File: src/rtl/program_loader.sv
// program_loader: boot loader that assembles a little-endian byte stream into words,
// writes them through memory port A and holds the core in reset until the image is in.
module program_loader #(
  parameter logic [31:0] ADDRESS_BASE = 32'h0000_0000,
  parameter logic [31:0] ADDRESS_STEP = 32'd4,
  parameter int unsigned MAX_WORDS    = 1024
) (
  input  logic        clk,
  input  logic        rst,
  input  logic        loader_start,
  input  logic        byte_valid,
  input  logic [7:0]  byte_data,
  output logic        byte_ready,
  output logic        memory_write_enable_a,
  output logic [31:0] memory_access_address_a,
  output logic [31:0] memory_write_data_a,
  output logic        core_hold,
  output logic        load_done,
  output logic        load_error
);
  typedef enum logic [2:0] {IDLE, HEADER, DATA, WRITE, DONE, ERROR} state_t;
  state_t state, next_state;
  logic [1:0]  byte_cnt;
  logic [31:0] word_count;
  logic [23:0] assembly;
  logic [31:0] header;
  logic        accept, last_byte, start_load;
  assign accept     = byte_valid && byte_ready;
  assign last_byte  = accept && byte_cnt == 2'd3;
  assign header     = {byte_data, word_count[31:8]};
  assign start_load = loader_start && (state == IDLE || state == DONE || state == ERROR);
  assign byte_ready            = state == HEADER || state == DATA;
  assign memory_write_enable_a = state == WRITE;
  assign core_hold             = state != DONE;
  assign load_done             = state == DONE;
  assign load_error            = state == ERROR;
  always_ff @(posedge clk or negedge rst)
    if (!rst) state <= IDLE;
    else state <= next_state;
  always_comb begin
    next_state = state;
    case (state)
      IDLE, DONE, ERROR: next_state = loader_start ? HEADER : state;
      HEADER: next_state = !last_byte ? HEADER :
                           (header == 32'd0 || header > MAX_WORDS) ? ERROR : DATA;
      DATA:   next_state = last_byte ? WRITE : DATA;
      WRITE:  next_state = word_count == 32'd1 ? DONE : DATA;
      default: next_state = IDLE;
    endcase
  end
  // word_count doubles as the remaining-word counter once the header is in
  always_ff @(posedge clk or negedge rst)
    if (!rst) begin
      byte_cnt                <= '0;
      word_count              <= '0;
      assembly                <= '0;
      memory_access_address_a <= '0;
      memory_write_data_a     <= '0;
    end else begin
      if (start_load) begin
        byte_cnt                <= '0;
        memory_access_address_a <= ADDRESS_BASE;
      end
      if (accept) byte_cnt <= byte_cnt + 2'd1;
      if (accept && state == HEADER) word_count <= header;
      if (accept && state == DATA) assembly <= {byte_data, assembly[23:8]};
      if (last_byte && state == DATA) memory_write_data_a <= {byte_data, assembly};
      if (state == WRITE) begin
        memory_access_address_a <= memory_access_address_a + ADDRESS_STEP;
        word_count              <= word_count - 32'd1;
      end
    end
endmodule
File: config.mk
export PLATFORM = sky130hd
export DESIGN_NAME = program_loader
export DESIGN_NICKNAME = d
export VERILOG_FILES = /design/src/rtl/program_loader.sv
export SDC_FILE = /design/constraint.sdc
export NUM_CORES = 1
export LEC_CHECK = 0
export BUFFER_PORTS_ARGS = -buffer_cell sky130_fd_sc_hd__buf_2
export CAP_MARGIN = 20
export CORE_MARGIN = 4
export CORE_UTILIZATION = 62
export CTS_CLUSTER_SIZE = 30
export DETAILED_ROUTE_END_ITERATION = 10
export PLACE_DENSITY = 0.93
export SETUP_SLACK_MARGIN = 0.15
export SYNTH_ARGS = -nofsm -noshare
export SYNTH_HDL_FRONTEND = slang
export SYNTH_SLANG_ARGS = --single-unit
export TNS_END_PERCENT = 20
File: constraint.sdc
create_clock -name clk -period 6.9 [get_ports clk]
set_input_delay 0.345 -clock clk [delete_from_list [all_inputs] [get_ports clk]]
set_output_delay 0.345 -clock clk [all_outputs]
set_load 0.05 [all_outputs]
Word-level counts from Yosys, hierarchy flattened. Index checks and enable logic that the tools add are counted.

Flip-flop bits (word level): 125. Input bits: 12. Output and inout bits: 69. Logic and storage cells: 47.

$add $sub $neg: 3. $lt $le $gt $ge: 1. Equality and inequality tests: 9. Mux-type cells: 12. Reductions and logical operators: 16.

Operators with widths (number): 2-to-1 mux 32 bit (4); adder 32 x 3 -> 32 bit, second input constant (1); == test 32 x 1 -> 1 bit, second input constant (1); > comparator 32 x 11 -> 1 bit, second input constant (1); zero test 32 bit (1); subtractor 32 x 1 -> 32 bit, second input constant (1); 2-to-1 mux 3 bit (4); case mux 3 bit (4 select lines) (1); == test 3 x 2 -> 1 bit, second input constant (2); == test 3 bit, second input constant (2); logical AND 1 bit (6); nonzero test 2 bit (3); logical OR 1 bit (4); 2-to-1 mux 2 bit (2); == test 3 x 1 -> 1 bit, second input constant (1); zero test 3 bit (1); != test 3 bit, second input constant (1); OR reduction 3 bit (1); adder 2 x 1 -> 2 bit, second input constant (1); == test 2 bit, second input constant (1); != test 2 bit, second input constant (1); 2-to-1 mux 1 bit (1).

Longest topological paths before layout. Gate-level depths: netlist of the first run.

Depth in word-level cells: 6. Depth in mapped cells: 8. Gate-level depth less buffers: 7.

Least setup slack after synthesis of the first run. OpenSTA, ideal clock, no wires.

Path type: register to register. Start: register word_count[10]. End: register word_count[26]. Library setup time: 0.124 ns. Arrival: 2.330 ns. Required time: 6.776 ns. Slack: 4.446 ns. Cell stages (with the launch flop): 8. Path through: dfrtp_1 > or4_1 > buf_2 > or4_1 > clkbuf_2 > o41ai_1 > a21boi_0 > a211o_1.

Longest elaborated chain between the ends: 2.

RTL lines: start: declaration (line 24) `logic [31:0] word_count;`; start signal: assignment (line 65) `if (accept && state == HEADER) word_count <= header;`; start signal: assignment (line 70) `word_count <= word_count - 32'd1;`; subtractor 32 x 1 -> 32 bit (line 70); 2-to-1 mux 32 bit (line 68) `if (state == WRITE) begin`.

No other way between the ends. A chain may end at the register's enable or synchronous reset.

Worst setup path in the final report of the first run.
Start: register state[1]. End: register word_count[2].

Longest elaborated chain between the ends: 5.

RTL lines: start: declaration (line 22) `state_t state, next_state;`; start signal: assignment (line 39) `else state <= next_state;`; == test 3 x 1 -> 1 bit / == test 3 x 2 -> 1 bit (equally long branches) (line 32, 65); logical OR 1 bit (line 32) `assign byte_ready = state == HEADER || state == DATA;`; logical AND 1 bit (line 28) `assign accept = byte_valid && byte_ready;`; logical AND 1 bit (line 65); nonzero test 2 bit (no line).

Several ways; a longest one is shown, not always the timed one.

==> summary.txt, run 1 <==
outcome = finished clean
Main synth FF type = dfrtp_1
slew at the pin closest to its max-slew limit = 0.976 ns
die height = 105 µm
placed cell area = 6350 µm²
drt via density = 6.69
Tcrit/Tclk final = 40.8%
Max FO, Critical Path = 21
number of CTS-inserted buffers = 17
Worst Slack Setup Final = 4.09 ns
Cell Pwr Density = 367 nW/µm²
Max H-tree Level = 4
IO Count = 81
area grow syn2layout = 18.1%
post-synthesis sequential area ratio = 52.5%
#FFs+latches synth = 123
worst min path class = input pin to flip-flop
total wire length = 16.0 mm
Die Area = 11100 µm²
Worst EP arrival = 3.21 ns
drt pass-1 iters = 5
Slew Limit Fails = 0
CTS tree = done
Initial DRC Count = 525
post-layout min period = 2.81 ns
mapped cell area = 5870 µm²
initial antenna violation count = 0
MaxCap Viol Count = 0
final setup fails = 0
design area = 6930 µm²
drt drc = 0
n_diodes = 0
setup_tns = 0 ns
Setup WS pre-CTS = 4.25 ns
total power = 2.54 mW
CTS Buffer Depth = 2
leakage = 3.18 nW
average size of a mapped cell = 10.7 µm²
antenna viol nets, final = 0
Post-DP HPWL = 9.67 mm
Worst-Skew Late Latency = 0.52 ns
Final #Nets = 636
number of flops mapped to enable cells by yosys = 0
Cells after Synth = 550
Core Area = 9240 µm²
layout cell share with drive strength beyond 1 = 29.1%
final hold violation count = 0
Async SR Flop Fraction = 100%
clk_skew = 0.00886 ns
max_slew headroom = 34.6%
Synth Warn # = 0
largest net degree at the start of global routing = 77
vias in the first global route = 5163
Crit. End Element = flip-flop
Worst setup SP type = flip-flop
row cnt = 35
GRT Overall Usage = 29.8%
RSZ-0062 raised after global routing = false
Initial Utilization = 63.5%
first-pass GRT wire length = 26.5 mm
Post-CTS Setup Bufs = 0
post-synth cell types = 56
port bufs = 78
average wire per standard cell = 20.9 µm
RePlAce Congestion = 0.907
maximum clock rate = 356 MHz
grt ovf = 0
kind of critical path = flip-flop to flip-flop
routed vias = 5099
CTS sink count = 123
VDD IR max = 0.332 mV
clk slew on worst S/H paths = 0.06 ns
critical path data required time = 7.30 ns
root buf cell = clkbuf_8
Die Wd = 105 µm
## sequential cells by signal, summed over array words and instances, names as in the netlist
register and count:
memory_access_address_a 30, byte_cnt 2, state 3, memory_write_data_a 32
word_count 32, assembly 24
## repair_timing
action,in CTS,in global routing
hold buffers,1,0
resized for setup,0,0
hold endpoints to repair,5,0
endpoints found under the setup margin,0,0
## kinds of logic (layout without fill, tap and decap cells)
| kind of cell | Yosys count | in the layout | share of synthesized area, % |
|---|---|---|---|
| flip-flops | 123 | 123 | 52.5 |
| adder cells (fa/ha/maj) | 4 | 4 | 0.853 |
| multiplexers | 62 | 62 | 11.8 |
| buffers and inverters | 45 | 127 | 3.09 |
| XOR/XNOR | 4 | 4 | 0.597 |
| AO/OA/AOI/OAI | 112 | 112 | 13.1 |
| other | 1 | 2 | 0.0639 |
| AND/OR/NAND/NOR | 199 | 199 | 18.1 |
## synth_stat cells, drive strengths merged, types with 5 or more instances
| cell type | number | area share (%) |
|---|---|---|
| nor3 | 22 | 2.0 |
| or4 | 12 | 1.5 |
| a221o | 7 | 1.2 |
| dfrtp | 123 | 52 |
| nand3 | 25 | 2.1 |
| nor2 | 39 | 2.5 |
| mux2 | 57 | 11 |
| a21oi | 11 | 0.94 |
| nand4 | 15 | 1.6 |
| nand2b | 8 | 0.85 |
| a311oi | 9 | 1.3 |
| mux2i | 5 | 0.85 |
| or3 | 8 | 0.85 |
| nor4 | 13 | 1.5 |
| clkbuf | 28 | 1.8 |
| o21ai | 34 | 2.9 |
| o31ai | 12 | 1.5 |
| buf | 7 | 0.64 |
| o211ai | 10 | 1.3 |
| a211oi | 8 | 1.0 |
| inv | 10 | 0.64 |
| nand2 | 35 | 2.2 |
## through the flow
stage / utilization [%] / hold WS [ns] / std cells
final: 75.0 / 0.123 / 762
after global routing: 75.0 / 0.122 / 762
after CTS: 75.0 / 0.112 / 762
after detailed placement: 68.7 / 0.468 / 729
after global placement: 68.7 / 0.459 / 729
after floorplan: - / 0.0494 / 551
## critical path, cell delays in order, from the launching register on
cell and delay, ns:
dfrtp_1 0.49, nand4bb_1 0.89, nand2_1 0.76, o21ai_0 0.18, a221o_2 0.35
## cell type report
type                       count  area, µm²
clock buffer                  19        442
tap                          129        161
timing repair buffer          85        448
clock inverter                13        130
multi-input combinational    383       2630
fill                         555       2310
inverter                      10       37.5
sequential                   123       3080
## routing by layer
metal / vias up / part of all wire, % / track usage [%]
li1: 2211 / - / -
met2: 373 / 51 / 50.1
met3: 55 / 9.3 / 6.92
met1: 2460 / 38 / 37.7
met4: 0 / 2.6 / 10.9
met5: - / 0 / 0
## worst paths after layout
kind / from / to / slack, ns / cells past startpoint
hold reg to reg: memory_access_address_a[31]$_DFFE_PN0P_ / memory_access_address_a[31]$_DFFE_PN0P_ / 0.48 / 1
setup reg to reg: state[1]$_DFFE_PN0P_ / word_count[2]$_DFFE_PN0P_ / 4.09 / 4
hold / removal: byte_data[7] / memory_write_data_a[31]$_DFFE_PN0P_ / 0.12 / 2
max in group asynchronous: rst / memory_access_address_a[30]$_DFFE_PN0P_ / 5.19 / 3
setup / recovery: state[1]$_DFFE_PN0P_ / word_count[2]$_DFFE_PN0P_ / 4.09 / 4
min in group asynchronous: rst / memory_write_data_a[28]$_DFFE_PN0P_ / 0.51 / 2
## power by group
part	switching (mW)	internal, mW
Sequential	0.217	0.858
Clock	0.358	0.506
Combinational	0.415	0.187
## cell usage in the layout, fill, tap and decap left out, types with 3 or more instances in the layout
cell type and n:
a211oi_1 8, nand2_1 35, and3_1 3, and4_1 3, nor4b_1 4, nor2_1 39, or3_1 8, nand3_1 25
a221o_1 6, a31oi_1 3, nand2b_1 8, nor3_1 21, o22ai_1 4, or4_1 12, buf_2 77, o311ai_0 3
a311oi_1 9, mux2i_1 5, mux2_2 57, inv_1 10, clkbuf_8 3, inv_6 6, nand4_1 15, ha_1 4
clkinvlp_4 3, xnor2_1 3, o211ai_1 10, dfrtp_1 123, buf_4 7, a21oi_1 11, o21ai_0 34, nor4_1 12
o31ai_1 12, clkbuf_16 16
No activity file was read; power rests on OpenSTA's default activity.
==> run 2: changes to the inputs <==
--- a/config.mk
+++ b/config.mk
@@ -8,10 +8,10 @@
 export BUFFER_PORTS_ARGS = -buffer_cell sky130_fd_sc_hd__buf_2
 export CAP_MARGIN = 20
 export CORE_MARGIN = 4
-export CORE_UTILIZATION = 62
+export CORE_UTILIZATION = 57
 export CTS_CLUSTER_SIZE = 30
 export DETAILED_ROUTE_END_ITERATION = 10
-export PLACE_DENSITY = 0.93
+export PLACE_DENSITY = 0.87
 export SETUP_SLACK_MARGIN = 0.15
 export SYNTH_ARGS = -nofsm -noshare
 export SYNTH_HDL_FRONTEND = slang
==> constraint.sdc (replaced) <==
create_clock -name clk -period 2.65 [get_ports clk]
set_input_delay 0.1325 -clock clk [delete_from_list [all_inputs] [get_ports clk]]
set_output_delay 0.1325 -clock clk [all_outputs]
set_load 0.05 [all_outputs]
==> summary.txt, run 2 (synthesis results as in run 1) <==
outcome = finished clean
RePlAce Congestion = 0.889
die height = 109 µm
Post-CTS Setup Bufs = 0
GRT Overall Usage = 28.2%
Initial DRC Count = 460
multi-input logic area = 2640 µm²
n_diodes = 0
routed vias = 5161
row cnt = 36
vias in the first global route = 5081
Final #Nets = 658
Slew Limit Fails = 0
largest net degree at the start of global routing = 91
MaxCap Viol Count = 0
clk_skew = 0.00526 ns
Worst-Skew Late Latency = 0.53 ns
CTS tree = done
Fillers = 652
Die Wd = 109 µm
Top Registers = memory_write_data_a (32), word_count (32), memory_access_address_a (30)
average wire per standard cell = 20.5 µm
Max H-tree Level = 4
setup_tns = 0 ns
final setup fails = 0
leakage = 3.28 nW
post-layout min period = 2.46 ns
Initial Utilization = 59.2%
total power = 6.63 mW
worst min path class = input pin to flip-flop
CTS sink count = 123
most frequent cells in the layout = dfrtp_1 (123), buf_2 (77), mux2_2 (57)
met3 routed WL = 1.46 mm
total wire length = 16.2 mm
max incr delay on CP = 0.56 ns
kind of critical path = flip-flop to flip-flop
VDD IR max = 0.831 mV
clk slew on worst S/H paths = 0.06 ns
Core Area = 9910 µm²
number of CTS-inserted buffers = 17
drt via density = 6.55
IO Count = 81
Post-DP HPWL = 9.82 mm
slack of the worst reg-to-reg path = 0.19 ns
drt pass-1 iters = 5
Worst EP arrival = 2.88 ns
Tcrit/Tclk final = 92.8%
first-pass GRT wire length = 26.0 mm
RSZ-0062 raised after global routing = true
Max FO, Critical Path = 7
maximum clock rate = 407 MHz
met2 WL post-DR = 8.02 mm
max layer used = met5
layout cell share with drive strength beyond 1 = 30.1%
slew at the pin closest to its max-slew limit = 0.616 ns
initial antenna violation count = 1
port bufs = 78
cells along the critical path = or4_1 > nor4b_1 > nand3_1 > a211o_2 > a31o_2
Cell Pwr Density = 930 nW/µm²
CTS Buffer Depth = 2
critical path data required time = 3.07 ns
final hold violation count = 0
Worst setup SP type = flip-flop
root buf cell = clkbuf_8
antenna viol nets, final = 0
DRT met1 WL = 6.02 mm
Crit. End Element = flip-flop
drt drc = 0
most common cell after layout, fill and taps aside = dfrtp_1
FF/Latch Area = 3080 µm²
grt ovf = 0
Slowest-stage cell, CP = or4_1
max_slew headroom = 58.3%
Die Area = 12000 µm²
area grow syn2layout = 21.6%
[run 2: report_power, final]
group | total (mW) | switching [mW] | internal, mW | leakage (nW)
sequential | 2.77 | 0.538 | 2.24 | 1.61
clock | 2.19 | 0.845 | 1.34 | 0.267
combinational | 1.67 | 1.13 | 0.540 | 1.41
total | 6.63 | 2.51 | 4.12 | 3.28
[run 2: area by class of cell]
cell class                      instances  area share (%)
Clock inverter                          9            1.23
Multi-Input combinational cell        383            37.0
Tap cell                              133            2.33
Inverter                               10           0.526
Clock buffer                           23            6.68
Sequential cell                       123            43.1
Timing Repair Buffer                  107            9.08
[run 2: stage by stage]
stage | instances | cell area, µm² | utilization [%] | hold WS, ns | worst slack (ns)
floorplan | 551 | 5870 | - | -0.163 | 0.196
global placement | 746 | 6460 | 65.2 | 0.0911 | 0.177
detailed placement | 746 | 6460 | 65.2 | 0.106 | 0.0625
CTS | 788 | 7130 | 71.9 | 0.00871 | 0.200
global route | 788 | 7140 | 72.0 | 0.0580 | 0.0762
finish | 788 | 7140 | 72.0 | 0.0250 | 0.191
[run 2: what timing repair did]
action	4_1_cts	5_1_grt
hold buffers	10	0
gates resized for setup	1	1
hold endpoints to repair	59	0
gates cloned	0	0
setup endpoints to repair	1	5
[run 2: worst max-delay path: cells and delay by family, from the launching register on]
kind / cells / cell delay, ns
and+or+nand+nor: 3 / 1.28
DFF: 1 / 0.46
AOI/OAI and AO/OA: 2 / 0.61
[run 2: worst paths after layout]
kind	from	to	cells past startpoint
setup / recovery	word_count[26]$_DFFE_PN0P_	state[2]$_DFFE_PN0P_	5
setup reg to reg	word_count[26]$_DFFE_PN0P_	state[2]$_DFFE_PN0P_	5
max in group asynchronous	rst	assembly[6]$_DFFE_PN0P_	3
hold reg to reg	memory_write_data_a[24]$_DFFE_PN0P_	memory_write_data_a[24]$_DFFE_PN0P_	1
hold / removal	loader_start	memory_access_address_a[4]$_DFFE_PN0P_	3
min in group asynchronous	rst	memory_write_data_a[21]$_DFFE_PN0P_	2
[run 2: per-layer routing]
| metal | vias up | GRT usage, % |
|---|---|---|
| met3 | 78 | 8.34 |
| met1 | 2515 | 35.2 |
| met5 | - | 0 |
| li1 | 2250 | - |
| met4 | 2 | 12.3 |
| met2 | 316 | 45.7 |
==> run 3: changes to the inputs <==
--- a/config.mk
+++ b/config.mk
@@ -8,10 +8,10 @@
 export BUFFER_PORTS_ARGS = -buffer_cell sky130_fd_sc_hd__buf_2
 export CAP_MARGIN = 20
 export CORE_MARGIN = 4
-export CORE_UTILIZATION = 57
+export CORE_UTILIZATION = 30
 export CTS_CLUSTER_SIZE = 30
 export DETAILED_ROUTE_END_ITERATION = 10
-export PLACE_DENSITY = 0.87
+export PLACE_DENSITY = 0.55
 export SETUP_SLACK_MARGIN = 0.15
 export SYNTH_ARGS = -nofsm -noshare
 export SYNTH_HDL_FRONTEND = slang
==> summary.txt, run 3 (synthesis results as in run 1) <==
setup_tns = 0 ns
Worst-Skew Late Latency = 0.41 ns
Cell Pwr Density = 925 nW/µm²
Crit. End Element = flip-flop
MaxCap Viol Count = 0
kind of critical path = flip-flop to flip-flop
Worst Setup SP = word_count[10]$_DFFE_PN0P_
Die Wd = 148 µm
Initial Utilization = 31.0%
port bufs = 78
most common cell after layout, fill and taps aside = dfrtp_1
total wire length = 15.0 mm
total power = 6.74 mW
outcome = finished clean
Worst EP arrival = 2.75 ns
initial antenna violation count = 0
row cnt = 50
Slew Limit Fails = 0
post-layout min period = 2.47 ns
number of CTS-inserted buffers = 17
IO Count = 81
Tcrit/Tclk final = 93.1%
Worst setup SP type = flip-flop
maximum clock rate = 405 MHz
final setup fails = 0
antenna viol nets, final = 0
Post-DP HPWL = 10.3 mm
Die Area = 21900 µm²
critical path data required time = 2.94 ns
routed vias = 4774
worst hold start = byte_data[2]
Initial DRC Count = 349
GRT Overall Usage = 14.2%
slew at the pin closest to its max-slew limit = 0.566 ns
drt pass-1 iters = 4
CTS sink count = 123
final hold violation count = 0
most frequent cells in the layout = dfrtp_1 (123), buf_2 (77), mux2_2 (57)
grt ovf = 0
first-pass GRT wire length = 25.4 mm
Max H-tree Level = 4
Top Registers = memory_write_data_a (32), word_count (32), memory_access_address_a (30)
root buf cell = clkbuf_16
clk_skew = 0.0110 ns
n_diodes = 0
worst min path class = input pin to flip-flop
CTS Buffer Depth = 2
area grow syn2layout = 24.3%
VDD IR max = 0.563 mV
RSZ-0062 raised after global routing = true
largest net degree at the start of global routing = 55
clk slew on worst S/H paths = 0.06 ns
CTS tree = done
drt drc = 0
R2R Path Start = word_count[10]$_DFFE_PN0P_
drt via density = 5.23
RePlAce Congestion = 0.848
leakage = 3.30 nW
Post-CTS Setup Bufs = 0
WHS = 0.0194 ns
Final #Nets = 656
Max FO, Critical Path = 5
post-layout util = 38.5%
Core Area = 19000 µm²
average wire per standard cell = 16.4 µm
die height = 148 µm
layout cell share with drive strength beyond 1 = 31.4%
vias in the first global route = 4928
max_slew headroom = 62.2%
## run 3: cell types whose count changed in the layout (fill, tap and decap cells not counted), sizes merged
cell         before  now
bufinv            1    2
clkbuf           23   18
inv              11   13
clkinv            3    7
clkinvlp          4    2
buf              97  104
dlygate4sd3      10    1
## run 3: report_power, final
part / internal (mW) / switching (mW) / leakage [nW]
clock: 1.43 / 0.911 / 0.290
sequential: 2.24 / 0.488 / 1.61
combinational: 0.552 / 1.12 / 1.40
## run 3: repair_timing
action	in CTS	in global routing
setup endpoints to repair	0	6
resized for setup	0	1
hold endpoints to repair	42	0
hold buffers	1	0
## run 3: metal layers
layer / vias up / wire length (µm) / track usage [%]
li1: 2263 / - / -
met4: 0 / 208 / 4.57
met5: - / 0 / 0
met2: 116 / 7190 / 22.7
met1: 2379 / 6850 / 18.8
met3: 16 / 738 / 3.71
## run 3: path summary, 6_finish.rpt
kind | depth (start not counted) | endpoint | slack, ns
setup / recovery | 5 | word_count[26]$_DFFE_PN0P_ | 0.18
hold / removal | 2 | word_count[26]$_DFFE_PN0P_ | 0.02
setup reg to reg | 5 | word_count[26]$_DFFE_PN0P_ | 0.18
hold reg to reg | 1 | memory_access_address_a[31]$_DFFE_PN0P_ | 0.48
max in group asynchronous | 3 | word_count[26]$_DFFE_PN0P_ | 1.59
min in group asynchronous | 2 | assembly[12]$_DFFE_PN0P_ | 0.25
## run 3: layout make-up
class | count | area, µm²
Fill cell | 1863 | 11700
Sequential cell | 123 | 3080
Multi-Input combinational cell | 383 | 2640
Timing Repair Buffer | 105 | 611
Clock buffer | 18 | 439
Tap cell | 260 | 325
Clock inverter | 14 | 164
Inverter | 10 | 37.5
## run 3: critical path, cell delays in order (launching register included)
cell	delay (ns)
dfrtp_1	0.42
or4_1	0.55
or4_1	0.55
o41ai_1	0.38
a21boi_0	0.13
a211o_1	0.30
## run 3: metrics by stage
stage               instances  worst slack, ns  cell area, µm²
finish                    913            0.182            7290
global route              913           0.0411            7290
CTS                       913            0.172            7290
detailed placement        880            0.183            6670
global placement          880            0.192            6670
floorplan                 551            0.196            5870
